==> src/rtl/tea_block_packer.sv <==
`default_nettype none
// +----------------------------------------------------------------------------+
// | tea_block_packer                                                           |
// | Packs a ciphertext byte stream into held 64-bit blocks for the TEA decoder.|
// | Rev 1.0                                                                    |
// +----------------------------------------------------------------------------+
module tea_block_packer #(
  parameter bit         BYTE_ORDER_LE = 1'b1,
  parameter logic [7:0] PAD_BYTE      = 8'h00
) (
  input  logic        clk,
  input  logic        rst,
  input  logic [7:0]  in_data,
  input  logic        in_valid,
  input  logic        in_last,
  output logic        in_ready,
  output logic [63:0] outBlock64,
  output logic        out_valid,
  input  logic        out_ready,
  output logic [3:0]  out_nbytes,
  output logic        out_last
);

  localparam logic [63:0] C_PAD_BLOCK = {8{PAD_BYTE}};

  typedef enum logic [0:0] {
    FILL = 1'b0,
    HOLD = 1'b1
  } state_t;

  state_t      r_state;
  logic [2:0]  r_cnt;
  logic [63:0] r_block;
  logic        r_out_valid;
  logic [3:0]  r_nbytes;
  logic        r_last;

  logic        w_byte_xfer;

  // HOLD accepts a byte only in the cycle its block is taken, keeping 1 byte/cycle.
  assign in_ready    = rst & ((r_state == FILL) | out_ready);
  assign w_byte_xfer = in_valid & in_ready;

  assign outBlock64  = r_block;
  assign out_valid   = r_out_valid;
  assign out_nbytes  = r_nbytes;
  assign out_last    = r_last;

  function automatic logic [63:0] put_byte(input logic [63:0] blk,
                                           input logic [2:0]  lane,
                                           input logic [7:0]  b);
    logic [63:0] r;
    logic [5:0]  base;
    r    = blk;
    base = BYTE_ORDER_LE ? {lane, 3'b000} : (6'd56 - {lane, 3'b000});
    r[base +: 8] = b;
    return r;
  endfunction

  always_ff @(posedge clk) begin
    if (!rst) begin
      r_state     <= FILL;
      r_cnt       <= 3'd0;
      r_block     <= C_PAD_BLOCK;
      r_out_valid <= 1'b0;
      r_nbytes    <= 4'd0;
      r_last      <= 1'b0;
    end else begin
      case (r_state)
        FILL: begin
          if (w_byte_xfer) begin
            r_block <= put_byte(r_block, r_cnt, in_data);
            if ((r_cnt == 3'd7) || in_last) begin
              r_state     <= HOLD;
              r_out_valid <= 1'b1;
              r_nbytes    <= {1'b0, r_cnt} + 4'd1;
              r_last      <= in_last;
              r_cnt       <= 3'd0;
            end else begin
              r_cnt <= r_cnt + 3'd1;
            end
          end
        end
        HOLD: begin
          if (out_ready) begin
            if (w_byte_xfer) begin
              r_block <= put_byte(C_PAD_BLOCK, 3'd0, in_data);
              if (in_last) begin
                // One-byte final message: straight back to a held block.
                r_state     <= HOLD;
                r_out_valid <= 1'b1;
                r_nbytes    <= 4'd1;
                r_last      <= 1'b1;
                r_cnt       <= 3'd0;
              end else begin
                r_state     <= FILL;
                r_out_valid <= 1'b0;
                r_nbytes    <= 4'd0;
                r_last      <= 1'b0;
                r_cnt       <= 3'd1;
              end
            end else begin
              r_block     <= C_PAD_BLOCK;
              r_state     <= FILL;
              r_out_valid <= 1'b0;
              r_nbytes    <= 4'd0;
              r_last      <= 1'b0;
              r_cnt       <= 3'd0;
            end
          end
        end
        default: r_state <= FILL;
      endcase
    end
  end

endmodule
`default_nettype wire

==> config.mk <==
export PLATFORM = sky130hd
export DESIGN_NAME = tea_block_packer
export DESIGN_NICKNAME = d
export VERILOG_FILES = /design/src/rtl/tea_block_packer.sv
export SDC_FILE = /design/constraint.sdc
export NUM_CORES = 1
export LEC_CHECK = 0
export BUFFER_PORTS_ARGS = -buffer_cell sky130_fd_sc_hd__buf_2
export CAP_MARGIN = 20
export CORE_ASPECT_RATIO = 1.2
export CORE_UTILIZATION = 31
export CTS_CLUSTER_DIAMETER = 200
export DETAILED_ROUTE_END_ITERATION = 8
export GPL_TIMING_DRIVEN = 0
export HOLD_SLACK_MARGIN = 0.03
export PLACE_DENSITY = 0.49
export RECOVER_POWER = 50
export SLEW_MARGIN = 20
export SYNTH_ARGS = -nofsm -noshare
export SYNTH_HDL_FRONTEND = slang
export SYNTH_SLANG_ARGS = --single-unit
==> constraint.sdc <==
create_clock -name clk -period 6.5 [get_ports clk]
set_input_delay 0.65 -clock clk [delete_from_list [all_inputs] [get_ports clk]]
set_output_delay 0.65 -clock clk [all_outputs]
set_load 0.05 [all_outputs]
# --- Word level (Yosys, flattened, before mapping) ---
# Cells that the tools add are included.
word_totals:
  regBits: 74
  input_bits: 13
  output_inout_bits: 71
  word_cells: 52
op_classes:
  add_sub_neg: 3
  n_eq_ne: 4
  shifts: 2
  n_mux: 30
  bitwise: 4
  reduce_logical: 3
op_table:
  columns: ["op", "count"]
  rows:
  - ["2-to-1 mux 64 bit", 2]
  - ["case mux 64 bit (2 select lines)", 1]
  - ["bitwise mux 64 bit", 1]
  - ["variable shift 8 x 8 -> 64 bit, first input constant", 1]
  - ["indexed part select 8 x 8 -> 64 bit", 1]
  - ["2-to-1 mux 4 bit", 4]
  - ["2-to-1 mux 1 bit", 12]
  - ["2-to-1 mux 3 bit", 4]
  - ["2-to-1 mux 8 bit", 1]
  - ["negation 6 -> 8 bit", 1]
  - ["case mux 4 bit (2 select lines)", 1]
  - ["case mux 1 bit (2 select lines)", 3]
  - ["case mux 3 bit (2 select lines)", 1]
  - ["adder 3 x 1 -> 4 bit, second input constant", 1]
  - ["inequality test 2 bit, second input constant", 2]
  - ["adder 3 x 1 -> 3 bit, second input constant", 1]
  - ["equality test 3 bit, second input constant", 1]
  - ["AND reduction 3 bit", 1]
  - ["AND 1 bit", 2]
  - ["inequality test 2 x 1 -> 1 bit, second input constant", 1]
  - ["AND reduction 2 bit", 1]
  - ["logical OR 1 bit", 1]
  - ["inverter 1 bit", 1]
  - ["bitwise OR 1 bit", 1]

# --- Depth between registers and ports, before layout ---
# Gate-level depths: netlist of the first run.
logic_depth:
  word_depth: 7
  mapped_depth: 8

# --- Worst setup path before layout of the first run ---
# No wires, ideal clock.
synth_path:
  path_kind: "input -> output"
  startpoint: "input port rst"
  endpoint: "output port in_ready"
  arrival_time_ns: 1.457
  setup_slack_ns: 4.393
  path_stages: 3
  path_buffers: 2
  path_cell_list: "buf_4 > clkbuf_1 > and2_1"
synth_via:
  elab_chain_cells: 1
synth_rtl:
  columns: ["element", "line", "rtl"]
  rows:
  - ["start, declared", "12", "input logic rst,"]
  - ["AND 1 bit", "41", "assign in_ready = rst & ((r_state == FILL) | out_ready);"]
  - ["end, declared", "16", "output logic in_ready,"]
# Every way passes these cells.

# --- Final worst setup path of the first run ---
layout_path:
  startpoint: "register r_cnt[0]"
  endpoint: "register r_block[37] (netlist: outBlock64[37])"
layout_via:
  elab_chain_cells: 5
  word_cells_on_any_way: 6
  cone_classes: "add/sub (1); shift (2); mux (3)"
layout_rtl:
  columns: ["element", "line", "rtl"]
  rows:
  - ["start, declared", "32", "logic [2:0] r_cnt;"]
  - ["start signal, assigned", "80", "r_cnt <= r_cnt + 3'd1;"]
  - ["negation 6 -> 8 bit *", "56", "r[base +: 8] = b;"]
  - ["indexed part select 8 x 8 -> 64 bit or variable shift 8 x 8 -> 64 bit (tied branches)", "56", null]
  - ["bitwise mux 64 bit *", "56", null]
  - ["2-to-1 mux 64 bit *", "71", "if (w_byte_xfer) begin"]
  - ["case mux 64 bit (2 select lines) *", "69", "case (r_state)"]
  - ["end signal, assigned", "72", "r_block <= put_byte(r_block, r_cnt, in_data);"]
  - ["end signal, assigned", "87", "r_block <= put_byte(C_PAD_BLOCK, 3'd0, in_data);"]
  - ["end, declared", "33", "logic [63:0] r_block;"]
# Mark *: on every way between the ends. The rest lies on a longest branch, timed or not. The select of a mux whose other input is x is not followed.
# A chain may end at the register's enable or synchronous reset.

==> flow_summary.toml, run 1 <==
[synth]
synth-async-reset-ratio_pct = 0
syn-instance-count = 275
synth.distinct_cells = 39
synth_top_area_share_pct = 51.3
ys.flop_type = "dfxtp_1"
ys_seq_elements = 74
yosysSeqAreaShare_pct = 51.3
synth_nets = 295
yosysMostFrequentCell = "dfxtp_1"
yosysTopAreaCell = "dfxtp_1"
synthTopCellsByArea = "dfxtp_1 (51%), a22o_1 (15%), nand2_1 (4.2%)"
yosys_warnings = 0
avgSynthCellArea_sq_um = 10.5
synth_area_sq_um = 2890
synth_common_cells = "dfxtp_1 (74), a22o_1 (48), nand2_1 (32)"
synth_edf_count = 0

[min_path]
holdCritPathClass = "reg2reg"

[place]
dpl_cell_area_sq_um = 3410
routabilityCongestion = 0.840
dp_hpwl_um = 5610
portBuffers = 74
dp.cells = 469

[grt]
grt_pass1_vias = 2244
grt_max_degree = 14
grt_pass1_wl_um = 12300
grt-ovfl-total = 0
antenna_found_initial = 0
grt_usage_pct = 16.6

[layout]
syn_to_final_growth_pct = 21.6
final.fill_count = 990
nets = 380
antenna_cells = 0
fin_area_sq_um = 3510
instances_no_fill = 485
drive_gt1_share_pct = 11.0

[route]
dr_wl_met3_um = 331
dr_total_vias = 2365
first_iter_violations = 76
via_per_inst = 4.88
drtAntennaViolNets = 0
firstDrtPassIters = 4
wirelength_met1_um = 3770
highest_layer = "met4"
post_drt_wl_per_cell_um = 16.2
drc = 0
wl_met2_um = 3630
routed_wirelength_um = 7870

[setup_path]
crit_type = "reg2reg"
cp_data_arrival_time_ns = 2.68
critPathSlowestCell = "dfxtp_1"
required_ns = 6.74
cp_max_fo = 10
crit_path_frequent_cell = "ha_1"
rrSetupSlack_ns = 4.06
cp_num_buf_inv = 2
crit_family = "adder cells"
max_stage_delay_ns = 0.52
critPathCaptureType = "flip-flop"
cp-start-kind = "flip-flop"
crit_chain = "inv_1 > ha_1 > ha_1 > o31ai_1 > nor4b_4 > buf_2 > o21ai_0"

[floorplan]
rows = 38
start_util_pct = 31.9
die_area_sq_um = 9700
coreArea_sq_um = 9030
fp.dieH_um = 108
die_x_um = 90.1
num_io_pins = 84

[sta]
finalMaxSlewViolations = 0
finalSetupTns_ns = 0
finalCriticalPeriod_ns = 2.44
period_share_pct = 37.5
worstMarginPinSlew_ns = 0.794
whs_ns = 0.459
setup_viol_count_final = 0
relSlewSlack_pct = 46.6
max_freq_mhz = 410
finClkSkew_ns = 0.00954
rsz0062_at_grt = "no"
hold_viol = 0

[clocking]
cts_resized = 0
clk_pin_slew_ns = 0.08
ctsHoldBuffers = 0
post_cts_buffers = 0
cts_buffer_depth = 2
cts_max_level = 3
clockRootBuffer = "clkbuf_8"
clk_latency_ns = 0.35
numCtsBuffers = 9
cts_tree = "done"
cts.sinks = 74

[power]
pwr-share-comb_pct = 9.4
peakVddDrop_v = 0.0000893
total_power_mw = 0.910
p_leak_nw = 1.28
seqPwrFrac_pct = 50.9
pwr-share-clk_pct = 39.7
intPower_mw = 0.668
netSwitchingFraction_pct = 26.6
p_per_area_nw_per_um2 = 259
p_switching_mw = 0.242

[run_status]
status = "completed"

[job]
cap_violations = 0
path summary, 6_finish.rpt:
check | depth (start not counted) | endpoint | start
setup reg to reg | 7 | outBlock64[37] | r_cnt[0]
hold / removal | 2 | outBlock64[5] | outBlock64[5]
hold reg to reg | 2 | outBlock64[5] | outBlock64[5]
setup / recovery | 7 | outBlock64[37] | r_cnt[0]
layout make-up:
cell class | instances | area (sq um) | area share (%)
sequential | 74 | 1480 | 42.2
multi-input combinational | 178 | 1280 | 36.5
timing repair buffer | 74 | 283 | 8.06
tap | 120 | 150 | 4.28
clock buffer | 10 | 138 | 3.92
buffer | 16 | 82.6 | 2.35
clock inverter | 6 | 66.3 | 1.89
inverter | 7 | 26.3 | 0.749
state kept, by name, indices dropped and copies added, names as in the netlist:
register	flops
r_state	1
out_last	1
out_valid	1
outBlock64	64
r_cnt	3
out_nbytes	4
routing by layer:
metal  vias to the layer above  track usage (%)
met5                         -                0
met4                         0             7.72
met3                        10             3.81
met2                        65             26.3
met1                      1112             21.5
li1                       1178                -
per-stage QoR:
step                setup slack (ns)  utilization [%]
floorplan                       4.39                -
global route                    3.84             38.8
global placement                4.08             37.7
detailed placement              4.04             37.7
CTS                             4.04             40.0
finish                          4.06             38.8
worst register-to-register path: stages, from the launching register on:
cell,delay (ns)
dfxtp_1,0.52
inv_1,0.11
ha_1,0.23
ha_1,0.42
o31ai_1,0.23
nor4b_4,0.42
buf_2,0.29
o21ai_0,0.11
logic make-up (layout without fill, tap and decap cells):
| group | after synthesis | after routing | synth area share (%) |
|---|---|---|---|
| AND/OR/NAND/NOR | 84 | 84 | 16.7 |
| AO/OA/AOI/OAI | 79 | 79 | 22.4 |
| flip-flops | 74 | 74 | 51.3 |
| buffers and inverters | 23 | 113 | 3.77 |
| multiplexers | 8 | 8 | 2.78 |
| adder cells (fa/ha/maj) | 7 | 7 | 3.04 |
power groups by stage:
stage                     clock network, mW  registers, mW  logic [mW]
after CTS                             0.373          0.463      0.0886
after global placement                    0          0.473      0.0885
final                                 0.361          0.463      0.0856
after floorplan                           0          0.491      0.0460
after global routing                  0.392          0.464      0.0938
after detailed placement                  0          0.473      0.0884
cells in the final DEF (no fill, tap or decap), types with 8 or more instances in the layout:
| cell | netlist | final |
|---|---|---|
| clkbuf_1 | 4 | 74 |
| dfxtp_1 | 74 | 74 |
| nand2_1 | 32 | 32 |
| a22o_1 | 48 | 48 |
| o21ai_0 | 11 | 11 |
| clkbuf_8 | 0 | 10 |
| nand3_1 | 17 | 17 |
| mux2i_1 | 8 | 8 |
(Power assumes the default switching activity.)
==> run 2: changes to the inputs <==
ABC_AREA = 1   (was default)
PLACE_DENSITY = 0.48   (was 0.49)
clock period = 2.4 ns   (was 6.5 ns; I/O delays follow)
==> run 2 against run 1 <==
Synthesized area is 16% higher. Clock-buffer cell count decreased by 1. Highest routed layer unchanged. Die area up 15%. Largest power group is now clock. Clock skew decreased by 0.0042 ns. Critical path type unchanged.
==> flow_summary.toml, run 2 <==
[synth]
syn-instance-count = 466
synth_common_cells = "nand2_1 (121), dfxtp_1 (74), nand3_1 (71)"
yosysMostFrequentCell = "nand2_1"
yosys_warnings = 0
synth_top_area_share_pct = 44.4
yosysTopAreaCell = "dfxtp_1"
synth_area_sq_um = 3340
avgSynthCellArea_sq_um = 7.16
synth_nets = 486
synthTopCellsByArea = "dfxtp_1 (44%), nand2_1 (14%), nand3_1 (11%)"
synth.distinct_cells = 26
ys_seq_elements = 74
synth_edf_count = 0
yosysSeqAreaShare_pct = 44.4
ys.flop_type = "dfxtp_1"
synth-async-reset-ratio_pct = 0

[sta]
finClkSkew_ns = 0.00536
finalCriticalPeriod_ns = 2.21
period_share_pct = 92.1
relSlewSlack_pct = 58.3
finalMaxSlewViolations = 0
max_freq_mhz = 452
setup_viol_count_final = 0
whs_ns = 0.214
worstMarginPinSlew_ns = 0.625
rsz0062_at_grt = "no"
finalSetupTns_ns = 0
hold_viol = 0

[clocking]
cts_buffer_depth = 2
cts_resized = 0
clk_latency_ns = 0.34
cts.sinks = 74
cts_max_level = 3
clockRootBuffer = "clkbuf_16"
numCtsBuffers = 9
post_cts_buffers = 0
clk_pin_slew_ns = 0.06
ctsHoldBuffers = 0
cts_tree = "done"

[floorplan]
rows = 41
num_io_pins = 84
die_area_sq_um = 11200
coreArea_sq_um = 10500
die_x_um = 96.7
start_util_pct = 31.7
fp.dieH_um = 116

[place]
dp_hpwl_um = 7650
routabilityCongestion = 0.946
portBuffers = 82
dpl_cell_area_sq_um = 3910

[layout]
final.fill_count = 1165
syn_to_final_growth_pct = 25.8
fin_area_sq_um = 4200
antenna_cells = 0
layout_common_cells = "nand2_1 (122), clkbuf_1 (79), dfxtp_1 (74)"
drive_gt1_share_pct = 10.2
nets = 581
multi_input_area_sq_um = 1630
mostFrequentLayoutCell = "nand2_1"
utilization_pct = 39.9
seqCellArea_sq_um = 1480
largest_reg_flops = 64

[route]
firstDrtPassIters = 4
routed_wirelength_um = 9930
post_drt_wl_per_cell_um = 14.3
dr_total_vias = 3346
first_iter_violations = 118
via_per_inst = 4.81
drc = 0
drtAntennaViolNets = 0

[grt]
grt_pass1_wl_um = 16000
antenna_found_initial = 0
grt_max_degree = 14
grt_usage_pct = 18.6
grt_pass1_vias = 3164
grt-ovfl-total = 0

[job]
cap_violations = 0

[power]
seqPwrFrac_pct = 38.3
netSwitchingFraction_pct = 25.3
p_leak_nw = 1.63
p_per_area_nw_per_um2 = 787
intPower_mw = 2.47
pwr-share-clk_pct = 50.0
total_power_mw = 3.30
peakVddDrop_v = 0.000341
pwr-share-comb_pct = 11.7
p_switching_mw = 0.834

[setup_path]
critPathCaptureType = "flip-flop"
cp_data_arrival_time_ns = 2.49
required_ns = 2.68
crit_type = "reg2reg"
cp_max_fo = 8
cp-start-kind = "flip-flop"

[min_path]
holdCritPathClass = "in2reg"

[run_status]
status = "completed"
[run 2: per-layer routing]
layer	global-route usage (%)	share of wire, %	wire (um)	vias up
met5	0	0	0	-
met4	9.05	2.0	194	0
met3	3.32	4.6	461	14
met2	31.9	49	4840	82
met1	22.6	45	4440	1535
li1	-	-	-	1715
[run 2: metrics by stage]
step	setup WS (ns)	cells
after detailed placement	0.111	677
after global routing	0.0150	695
final	0.190	695
after CTS	0.0956	693
after floorplan	0.361	466
after global placement	0.140	677
[run 2: power by group through the flow]
stage	logic [mW]	clock network, mW	registers (mW)
4_1_cts	0.384	1.68	1.26
2_1_floorplan	0.212	0	1.36
3_3_place_gp	0.382	0	1.29
3_5_place_dp	0.382	0	1.29
6_report	0.387	1.65	1.26
5_1_grt	0.423	1.73	1.27
[run 2: critical path, cell delays in order (launching register included)]
cell	delay (ns)
dfxtp_1	0.38
buf_6	0.17
clkinv_8	0.07
ha_1	0.21
ha_1	0.37
inv_1	0.18
nand3_1	0.14
o21ai_4	0.18
and2_1	0.16
buf_4	0.16
nor2_1	0.05
nor2_1	0.07
[run 2: worst paths after layout]
path,from,to,slack [ns],depth (start not counted)
worst min-delay path,rst,outBlock64[0],0.21,3
worst max register to register,r_cnt[0],outBlock64[7],0.19,11
worst min register to register,outBlock64[52],outBlock64[52],0.46,2
worst max-delay path,r_cnt[0],outBlock64[7],0.19,11
[run 2: kinds of logic (layout without fill, tap and decap cells)]
| family | after synthesis | in the layout | synth area share [%] |
|---|---|---|---|
| adder cells (fa/ha/maj) | 7 | 7 | 2.63 |
| buffers and inverters | 47 | 147 | 6.68 |
| AND/OR/NAND/NOR | 273 | 273 | 36.2 |
| AO/OA/AOI/OAI | 65 | 65 | 10.1 |
| flip-flops | 74 | 74 | 44.4 |
[run 2: area by class of cell]
| type | count | area share (%) |
|---|---|---|
| Buffer | 21 | 2.59 |
| Clock buffer | 9 | 5.37 |
| Clock inverter | 7 | 3.37 |
| Inverter | 26 | 2.62 |
| Multi-Input combinational cell | 345 | 38.8 |
| Sequential cell | 74 | 35.3 |
| Tap cell | 129 | 3.85 |
| Timing Repair Buffer | 84 | 8.05 |
